===== src/rtl/i2c_write_master_if.sv =====
// i2c_write_master_if
//
// Bundles the request/status handshake and the I2C pad signals of
// i2c_write_master so the master and its requester share one port.
//
// Signals:
//   start    request pulse from the configuration sequencer
//   wdata    bytes to send, first byte in the top 8 bits, MSB first
//   len      number of bytes to send (1..NBYTES)
//   sda_in   synchronised SDA pad value
//   scl      SCL drive (push-pull)
//   sda_out  SDA drive value
//   sda_ts   1 = release SDA (high-Z)
//   busy     transaction in progress
//   done     one-cycle completion pulse
//   ack_err  NACK seen in the last transaction
//   retries  restarts used in the last transaction (only with I2C_RETRY_EN)
//
// Modports:
//   master  the I2C write master itself
//   slave   the requester / pad side that drives the request and sda_in
//
// Optional feature macro: I2C_RETRY_EN adds the MAX_RETRY parameter and the
// retries signal.
interface i2c_write_master_if #(
    parameter int NBYTES = 3
`ifdef I2C_RETRY_EN
    ,
    parameter int MAX_RETRY = 3
`endif
);
    localparam int LW = $clog2(NBYTES + 1);

    logic                  start;
    logic [8*NBYTES-1:0]   wdata;
    logic [LW-1:0]         len;
    logic                  sda_in;
    logic                  scl;
    logic                  sda_out;
    logic                  sda_ts;
    logic                  busy;
    logic                  done;
    logic                  ack_err;
`ifdef I2C_RETRY_EN
    logic [$clog2(MAX_RETRY+1)-1:0] retries;
`endif

    modport master (
        input  start,
        input  wdata,
        input  len,
        input  sda_in,
        output scl,
        output sda_out,
        output sda_ts,
        output busy,
        output done,
        output ack_err
`ifdef I2C_RETRY_EN
        ,
        output retries
`endif
    );

    modport slave (
        output start,
        output wdata,
        output len,
        output sda_in,
        input  scl,
        input  sda_out,
        input  sda_ts,
        input  busy,
        input  done,
        input  ack_err
`ifdef I2C_RETRY_EN
        ,
        input  retries
`endif
    );
endinterface


===== src/rtl/i2c_write_master.sv =====
// i2c_write_master
//
// I2C write master for codec bring-up. Each accepted request produces one
// START / N-byte write / STOP transaction and checks the slave ACK after
// every byte. SCL is driven push-pull; SDA is an open-drain pair where the
// pad resolves as FPGA_I2C_SDAT = sda_ts ? Z : sda_out.
//
// Ports:
//   clk    system clock, all logic on the rising edge
//   reset  synchronous active-high reset
//   bus    i2c_write_master_if.master: start/wdata/len request, sda_in pad
//          input, scl/sda_out/sda_ts pad drive, busy/done/ack_err status
//          (plus retries with I2C_RETRY_EN)
//
// Parameters:
//   NBYTES     maximum bytes per transaction including the address byte
//   CLK_DIV    clk cycles per quarter SCL period (>= 2)
//   MAX_RETRY  restarts after a NACK (only with I2C_RETRY_EN)
//
// Optional feature macro: I2C_RETRY_EN. When defined, a NACKed transaction
// is restarted from byte 0 after STOP and four idle phases, up to MAX_RETRY
// times, and the retries count is reported on the interface.
module i2c_write_master #(
    parameter int NBYTES  = 3,
    parameter int CLK_DIV = 125
`ifdef I2C_RETRY_EN
    ,
    parameter int MAX_RETRY = 3
`endif
) (
    input  logic               clk,
    input  logic               reset,
    i2c_write_master_if.master bus
);
    localparam int LW = $clog2(NBYTES + 1);
    localparam int QW = $clog2(CLK_DIV);
    localparam int DW = 8 * NBYTES;
`ifdef I2C_RETRY_EN
    localparam int RW = $clog2(MAX_RETRY + 1);
`endif

    // Every non-idle state lasts exactly one quarter tick; the bit and ACK
    // slots are spelled out as four states each so the bus levels follow
    // directly from the state.
    typedef enum logic [4:0] {
        S_IDLE,
        S_START1,
        S_START2,
        S_BQ0,
        S_BQ1,
        S_BQ2,
        S_BQ3,
        S_AQ0,
        S_AQ1,
        S_AQ2,
        S_AQ3,
        S_STOP1,
        S_STOP2,
        S_STOP3,
        S_RWAIT,
        S_DONE
    } state_t;

    state_t          state_q, state_d;
    logic [QW-1:0]   q_cnt_q, q_cnt_d;
    logic [2:0]      bit_cnt_q, bit_cnt_d;
    logic [LW-1:0]   byte_cnt_q, byte_cnt_d;
    logic [LW-1:0]   len_q, len_d;
    logic [DW-1:0]   shreg_q, shreg_d;
    logic            nack_q, nack_d;
    logic            ack_err_q, ack_err_d;
    logic            scl_q, scl_d;
    logic            sda_out_q, sda_out_d;
    logic            sda_ts_q, sda_ts_d;
    logic            busy_q, busy_d;
    logic            done_q, done_d;
    logic            tick;
    logic            accept;
    logic            last_attempt;
    logic            data_bit;
`ifdef I2C_RETRY_EN
    logic [DW-1:0]   wdata_q, wdata_d;
    logic [RW-1:0]   retry_cnt_q, retry_cnt_d;
`endif

    assign accept = bus.start && (bus.len != '0) && (bus.len <= LW'(NBYTES));

    // A NACK only counts as a reportable error when no restart remains.
`ifdef I2C_RETRY_EN
    assign last_attempt = (retry_cnt_q == RW'(MAX_RETRY));
`else
    assign last_attempt = 1'b1;
`endif

    // State register plus the registered pad and status outputs. Outputs are
    // registered from the next-state decode so SCL/SDA never glitch.
    always_ff @(posedge clk) begin
        if (reset) begin
            state_q    <= S_IDLE;
            q_cnt_q    <= '0;
            bit_cnt_q  <= '0;
            byte_cnt_q <= '0;
            len_q      <= '0;
            shreg_q    <= '0;
            nack_q     <= 1'b0;
            ack_err_q  <= 1'b0;
            scl_q      <= 1'b1;
            sda_out_q  <= 1'b1;
            sda_ts_q   <= 1'b1;
            busy_q     <= 1'b0;
            done_q     <= 1'b0;
`ifdef I2C_RETRY_EN
            wdata_q    <= '0;
            retry_cnt_q <= '0;
`endif
        end else begin
            state_q    <= state_d;
            q_cnt_q    <= q_cnt_d;
            bit_cnt_q  <= bit_cnt_d;
            byte_cnt_q <= byte_cnt_d;
            len_q      <= len_d;
            shreg_q    <= shreg_d;
            nack_q     <= nack_d;
            ack_err_q  <= ack_err_d;
            scl_q      <= scl_d;
            sda_out_q  <= sda_out_d;
            sda_ts_q   <= sda_ts_d;
            busy_q     <= busy_d;
            done_q     <= done_d;
`ifdef I2C_RETRY_EN
            wdata_q    <= wdata_d;
            retry_cnt_q <= retry_cnt_d;
`endif
        end
    end

    // Next-state logic. Phase changes happen on the last cycle of a quarter
    // tick; the ACK is sampled on the last cycle of its Q2 phase and acted on
    // at the end of Q3. The shift register moves one bit at the end of each
    // bit slot, so after eight shifts the next byte sits at the top.
    always_comb begin
        tick       = (q_cnt_q == QW'(CLK_DIV - 1));
        state_d    = state_q;
        bit_cnt_d  = bit_cnt_q;
        byte_cnt_d = byte_cnt_q;
        len_d      = len_q;
        shreg_d    = shreg_q;
        nack_d     = nack_q;
        ack_err_d  = ack_err_q;
`ifdef I2C_RETRY_EN
        wdata_d     = wdata_q;
        retry_cnt_d = retry_cnt_q;
`endif

        case (state_q)
            S_IDLE: begin
                if (accept) begin
                    state_d    = S_START1;
                    len_d      = bus.len;
                    shreg_d    = bus.wdata;
                    bit_cnt_d  = '0;
                    byte_cnt_d = '0;
                    nack_d     = 1'b0;
                    ack_err_d  = 1'b0;
`ifdef I2C_RETRY_EN
                    wdata_d     = bus.wdata;
                    retry_cnt_d = '0;
`endif
                end
            end
            S_START1: if (tick) state_d = S_START2;
            S_START2: if (tick) state_d = S_BQ0;
            S_BQ0:    if (tick) state_d = S_BQ1;
            S_BQ1:    if (tick) state_d = S_BQ2;
            S_BQ2:    if (tick) state_d = S_BQ3;
            S_BQ3: begin
                if (tick) begin
                    shreg_d = shreg_q << 1;
                    if (bit_cnt_q == 3'd7) begin
                        bit_cnt_d = '0;
                        state_d   = S_AQ0;
                    end else begin
                        bit_cnt_d = bit_cnt_q + 3'd1;
                        state_d   = S_BQ0;
                    end
                end
            end
            S_AQ0: if (tick) state_d = S_AQ1;
            S_AQ1: if (tick) state_d = S_AQ2;
            S_AQ2: begin
                if (tick) begin
                    nack_d  = bus.sda_in;
                    state_d = S_AQ3;
                    if (bus.sda_in && last_attempt) ack_err_d = 1'b1;
                end
            end
            S_AQ3: begin
                if (tick) begin
                    if (nack_q || (byte_cnt_q == len_q - LW'(1))) begin
                        state_d = S_STOP1;
                    end else begin
                        byte_cnt_d = byte_cnt_q + LW'(1);
                        state_d    = S_BQ0;
                    end
                end
            end
            S_STOP1: if (tick) state_d = S_STOP2;
            S_STOP2: if (tick) state_d = S_STOP3;
            S_STOP3: begin
                if (tick) begin
`ifdef I2C_RETRY_EN
                    if (nack_q && !last_attempt) begin
                        retry_cnt_d = retry_cnt_q + RW'(1);
                        bit_cnt_d   = '0;
                        state_d     = S_RWAIT;
                    end else begin
                        state_d = S_DONE;
                    end
`else
                    state_d = S_DONE;
`endif
                end
            end
            S_RWAIT: begin
`ifdef I2C_RETRY_EN
                // Four idle phases, counted with the otherwise unused bit counter.
                if (tick) begin
                    if (bit_cnt_q == 3'd3) begin
                        bit_cnt_d  = '0;
                        byte_cnt_d = '0;
                        shreg_d    = wdata_q;
                        nack_d     = 1'b0;
                        state_d    = S_START1;
                    end else begin
                        bit_cnt_d = bit_cnt_q + 3'd1;
                    end
                end
`else
                state_d = S_IDLE;
`endif
            end
            S_DONE:  state_d = S_IDLE;
            default: state_d = S_IDLE;
        endcase

        // The quarter counter only runs while a transaction is in flight.
        if (state_q == S_IDLE || state_q == S_DONE || tick) begin
            q_cnt_d = '0;
        end else begin
            q_cnt_d = q_cnt_q + QW'(1);
        end

        // Bus levels for the state being entered. A data bit of 1 is sent by
        // releasing SDA, which the open-drain pair reads as sda_ts = bit.
        data_bit  = shreg_d[DW-1];
        scl_d     = 1'b1;
        sda_out_d = 1'b1;
        sda_ts_d  = 1'b1;
        busy_d    = 1'b1;
        done_d    = 1'b0;
        case (state_d)
            S_IDLE:   busy_d = 1'b0;
            S_START1: sda_ts_d = 1'b0;
            S_START2: begin
                sda_ts_d  = 1'b0;
                sda_out_d = 1'b0;
            end
            S_BQ0, S_BQ1: begin
                scl_d     = 1'b0;
                sda_ts_d  = data_bit;
                sda_out_d = data_bit;
            end
            S_BQ2, S_BQ3: begin
                sda_ts_d  = data_bit;
                sda_out_d = data_bit;
            end
            S_AQ0, S_AQ1: scl_d = 1'b0;
            S_STOP1: begin
                scl_d     = 1'b0;
                sda_ts_d  = 1'b0;
                sda_out_d = 1'b0;
            end
            S_STOP2: begin
                sda_ts_d  = 1'b0;
                sda_out_d = 1'b0;
            end
            S_DONE: begin
                busy_d = 1'b0;
                done_d = 1'b1;
            end
            default: ;
        endcase
    end

    assign bus.scl     = scl_q;
    assign bus.sda_out = sda_out_q;
    assign bus.sda_ts  = sda_ts_q;
    assign bus.busy    = busy_q;
    assign bus.done    = done_q;
    assign bus.ack_err = ack_err_q;
`ifdef I2C_RETRY_EN
    assign bus.retries = retry_cnt_q;
`endif
endmodule


===== src/flat_wrapper.sv =====
// flat-port wrapper written by rule: the top's interface ports become plain ports
module i2c_write_master_flat 
#(
    parameter int NBYTES  = 3,
    parameter int CLK_DIV = 125

)
  (clk, reset, bus_start, bus_wdata, bus_len, bus_sda_in, bus_scl, bus_sda_out, bus_sda_ts, bus_busy, bus_done, bus_ack_err);
  i2c_write_master_if #(.NBYTES(NBYTES)) bus_i ();
  input  logic clk;
  input  logic reset;
  input wire logic [$bits(bus_i.start)-1:0] bus_start;
  input wire logic [$bits(bus_i.wdata)-1:0] bus_wdata;
  input wire logic [$bits(bus_i.len)-1:0] bus_len;
  input wire logic [$bits(bus_i.sda_in)-1:0] bus_sda_in;
  output wire logic [$bits(bus_i.scl)-1:0] bus_scl;
  output wire logic [$bits(bus_i.sda_out)-1:0] bus_sda_out;
  output wire logic [$bits(bus_i.sda_ts)-1:0] bus_sda_ts;
  output wire logic [$bits(bus_i.busy)-1:0] bus_busy;
  output wire logic [$bits(bus_i.done)-1:0] bus_done;
  output wire logic [$bits(bus_i.ack_err)-1:0] bus_ack_err;
  assign bus_i.start = bus_start;
  assign bus_i.wdata = bus_wdata;
  assign bus_i.len = bus_len;
  assign bus_i.sda_in = bus_sda_in;
  assign bus_scl = bus_i.scl;
  assign bus_sda_out = bus_i.sda_out;
  assign bus_sda_ts = bus_i.sda_ts;
  assign bus_busy = bus_i.busy;
  assign bus_done = bus_i.done;
  assign bus_ack_err = bus_i.ack_err;
  i2c_write_master #(.NBYTES(NBYTES), .CLK_DIV(CLK_DIV)) u_core (.clk(clk), .reset(reset), .bus(bus_i));
endmodule

===== config.mk =====
export PLATFORM = sky130hd
export DESIGN_NAME = i2c_write_master_flat
export DESIGN_NICKNAME = d
export VERILOG_FILES = /design/src/rtl/i2c_write_master_if.sv /design/src/rtl/i2c_write_master.sv /design/src/flat_wrapper.sv
export SDC_FILE = /design/constraint.sdc
export NUM_CORES = 1
export LEC_CHECK = 0
export ABC_AREA = 0
export CELL_PAD_IN_SITES_DETAIL_PLACEMENT = 0
export CELL_PAD_IN_SITES_GLOBAL_PLACEMENT = 1
export CORE_MARGIN = 8
export CORE_UTILIZATION = 35
export DETAILED_ROUTE_END_ITERATION = 8
export DONT_BUFFER_PORTS = 1
export PLACE_DENSITY_LB_ADDON = 0.1
export SYNTH_ARGS = -nofsm -noshare
export SYNTH_HDL_FRONTEND = slang
export SYNTH_SLANG_ARGS = --single-unit

===== constraint.sdc =====
create_clock -name clk -period 2.3 [get_ports clk]
set_input_delay 0.23 -clock clk [delete_from_list [all_inputs] [get_ports clk]]
set_output_delay 0.23 -clock clk [all_outputs]
set_load 0.01 [all_outputs]

==> results.sh <==
export IMPL_cp_endpoint="u_core.bus.sda_ts$_SDFF_PP1_"
export IMPL_synth_warnings=0
export IMPL_max_vdd_ir_drop_mv=0.216
export IMPL_antenna_cells=0
export IMPL_cts_sinks=50
export IMPL_synth_top_area_share_pct=41.5
export IMPL_p_leak_uw=0.000879
export IMPL_grt_max_degree=38
export IMPL_grt_pass1_wl_um=9970
export IMPL_synth_edf_count=0
export IMPL_ctsHoldBuffers=1
export IMPL_die_x_um=99.0
export IMPL_crit_required_ps=2530
export IMPL_rows=30
export IMPL_ys_types=52
export IMPL_min_delay_path_class="input pin to flip-flop"
export IMPL_syn_to_final_growth_pct=7.79
export IMPL_path_max_fanout=7
export IMPL_path_cells="inv_1 -> ha_1 -> nand3_1 -> nor3_2 -> a21oi_2 -> or2_1 -> o211a_1 -> o211ai_1"
export IMPL_critPathLaunchType="flip-flop"
export IMPL_grt_antenna_before_repair=0
export IMPL_cp_num_cells=8
export IMPL_crit_type="flip-flop to flip-flop"
export IMPL_synth_flop_cell="dfxtp_1"
export IMPL_path_buf_inv=1
export IMPL_dr_pass1_iters=4
export IMPL_drive_gt1_share_pct=12.8
export IMPL_cts_made_buffers=5
export IMPL_grt_pass1_vias=1890
export IMPL_regToRegStartpoint="u_core.q_cnt_q[0]$_SDFF_PP0_"
export IMPL_drt_wl_total_um=5820
export IMPL_swShare_pct=25.5
export IMPL_hpwl_um=4110
export IMPL_nets=315
export IMPL_clkLatencyLatePin_ps=300
export IMPL_ys_seq_area_share_pct=41.5
export IMPL_power_share_combinational_pct=7.0
export IMPL_syn_avg_cell_area_um2=8.58
export IMPL_dieArea_um2=9800
export IMPL_fp_dieH_um=99.0
export IMPL_cts_clk_slew_worst_paths_ps=90
export IMPL_gp_congestion=0.876
export IMPL_slowest_delay_ps=340
export IMPL_vias_per_cell=5.49
export IMPL_clock_path_buffers=2
export IMPL_hold_viol=0
export IMPL_r2r_slack_ps=270
export IMPL_slew_violations=0
export IMPL_synth_top_area_cell="dfxtp_1"
export IMPL_cp_end_kind="flip-flop"
export IMPL_power_density_nw_per_um2=593
export IMPL_synthesis_nets=315
export IMPL_setup_slack_ps=268
export IMPL_core_area_um2=6720
export IMPL_synthCells=281
export IMPL_htreeDepth=2
export IMPL_io_pins=36
export IMPL_fin_crit_ps=2030
export IMPL_slew_headroom_pct=59.9
export IMPL_fmax_mhz=492
export IMPL_cts_resized_gates=0
export IMPL_drc=0
export IMPL_nFillCells=695
export IMPL_io_buffer_count=0
export IMPL_ant_nets=0
export IMPL_fin_setup_tns_ps=0
export IMPL_r2r_cells=8
export IMPL_final_util_pct=38.7
export IMPL_cp_slowest_cell="dfxtp_1"
export IMPL_wl_per_cell_um=16.1
export IMPL_crit_start="u_core.q_cnt_q[0]$_SDFF_PP0_"
export IMPL_fin_skew_ps=7.17
export IMPL_clockPowerShare_pct=33.9
export IMPL_rsz0062_at_grt="false"
export IMPL_min_period_over_period_pct=88.4
export IMPL_overflow=0
export IMPL_syn_area_um2=2410
export IMPL_drtIter0Drc=77
export IMPL_r2r_end="u_core.bus.sda_ts$_SDFF_PP1_"
export IMPL_crit_family="simple AND/OR/NAND/NOR gates"
export IMPL_async_flop_share_pct=0
export IMPL_synth_area_leaders="dfxtp_1 (42%), a22oi_1 (7.5%), a21oi_1 (7.1%), nand2_1 (5.6%), nor2_1 (3.7%)"
export IMPL_track_usage_pct=12.4
export IMPL_num_vias=1986
export IMPL_dp_worst_setup_slack_ps=274
export IMPL_tightest_slew_ps=599
export IMPL_status="finished clean"
export IMPL_ys_ff_latch=50
export IMPL_setup_violations=0
export IMPL_cp_arrival_ps=2260
export IMPL_cts_tree="built"
export IMPL_power_switching_uw=392
export IMPL_initial_core_util_pct=35.9
export IMPL_postCtsSetupBuffers=0
export IMPL_cap_violations=0
export IMPL_sequentialPowerShare_pct=59.1
export IMPL_internal_power_uw=1150
export IMPL_cts_root_buf="clkbuf_8"
## worst register-to-register path: stages, from the launching register on
cell      delay, ps
dfxtp_1         340
inv_1            60
ha_1            170
nand3_1         200
nor3_2          300
a21oi_2         130
or2_1           330
o211a_1         250
o211ai_1        180
## logic make-up (layout without fill, tap and decap cells)
logic type	count (synthesis)	after routing	share of synthesized area, %
other	1	1	0.156
adders and majority gates	4	4	2.08
AOI/OAI and AO/OA	91	91	26.5
muxes	2	2	0.986
DFF	50	50	41.5
buffers and inverters	25	26	5.09
and+or+nand+nor	102	102	21.4
xor gates and xnor gates	6	6	2.18
## cell type report
cell class | count | area (µm²) | area share (%)
clock buffer | 5 | 68.8 | 2.65
clock inverter | 3 | 21.3 | 0.819
inverter | 8 | 30.0 | 1.16
multi-input combinational | 206 | 1290 | 49.6
sequential | 50 | 1000 | 38.5
tap | 80 | 100 | 3.85
timing repair buffer | 10 | 87.6 | 3.37
## stage by stage
stage | power, µW | area, µm² | instances | hold WS [ps]
floorplan | 1010 | 2410 | 281 | 310
global placement | 1020 | 2490 | 353 | 306
detailed placement | 1020 | 2490 | 353 | 306
CTS | 1570 | 2600 | 362 | 21.3
global route | 1630 | 2600 | 362 | 34.9
finish | 1540 | 2600 | 362 | 33.1
## state kept, by name (all words and copies together) (netlist names)
signal	cells
u_core.bus.scl	1
u_core.bus.done	1
u_core.shreg_q	24
u_core.state_q	5
u_core.bus.busy	1
u_core.bus.ack_err	1
u_core.nack_q	1
u_core.len_q	2
u_core.byte_cnt_q	2
u_core.bit_cnt_q	3
u_core.q_cnt_q	7
u_core.bus.sda_out	1
u_core.bus.sda_ts	1
## power by group through the flow
stage / clock network, µW / logic (µW) / registers, µW
floorplan: 0 / 85.2 / 923
global placement: 0 / 93.5 / 930
detailed placement: 0 / 93.1 / 931
CTS: 549 / 108 / 911
global route: 595 / 122 / 914
finish: 522 / 107 / 910
## routing by layer
metal	track usage, %	part of all wire [%]	up-vias
met5	0	0	-
met4	3.90	1.4	0
met3	2.89	5.1	8
met2	17.7	43	57
met1	17.5	51	911
li1	-	-	1010
## cells in the final DEF (no fill, tap or decap), types with 3 or more instances in the layout
cell type and count:
ha_1 4, xor2_1 3, a21o_1 3, o21ai_0 5, dfxtp_1 50, nor2b_1 5, a22oi_1 24, o211ai_1 4
clkbuf_8 5, nand4_1 3, inv_1 8, xnor2_1 3, buf_4 9, a211oi_1 3, nand2_1 36, and2_1 3
and3_1 5, nand3_1 11, a21oi_1 34, nor2_1 23
## Yosys cell counts (all sizes together) (4+ instances only)
library cell,n
dfxtp,50
a21oi,36
nand2,36
nor2,25
a22oi,24
nand3,13
buf,11
inv,8
and3,6
clkbuf,6
a211oi,5
nor2b,5
o21ai,5
ha,4
nand4,4
o211ai,4
## how the worst min path moves through the flow
stage / slack [ps] / depth (start not counted) / to / start
2_1_floorplan: 310 / 1 / u_core.state_q[1]$_SDFF_PP0_ / reset
4_1_cts: 20 / 2 / u_core.bus.scl$_SDFF_PP1_ / reset
3_5_place_dp: 310 / 1 / u_core.bus.busy$_SDFF_PP0_ / reset
5_1_grt: 30 / 2 / u_core.bus.scl$_SDFF_PP1_ / reset
3_3_place_gp: 310 / 1 / u_core.bus.busy$_SDFF_PP0_ / reset
6_report: 30 / 2 / u_core.bus.scl$_SDFF_PP1_ / reset
No activity file was read; power rests on OpenSTA's default activity.
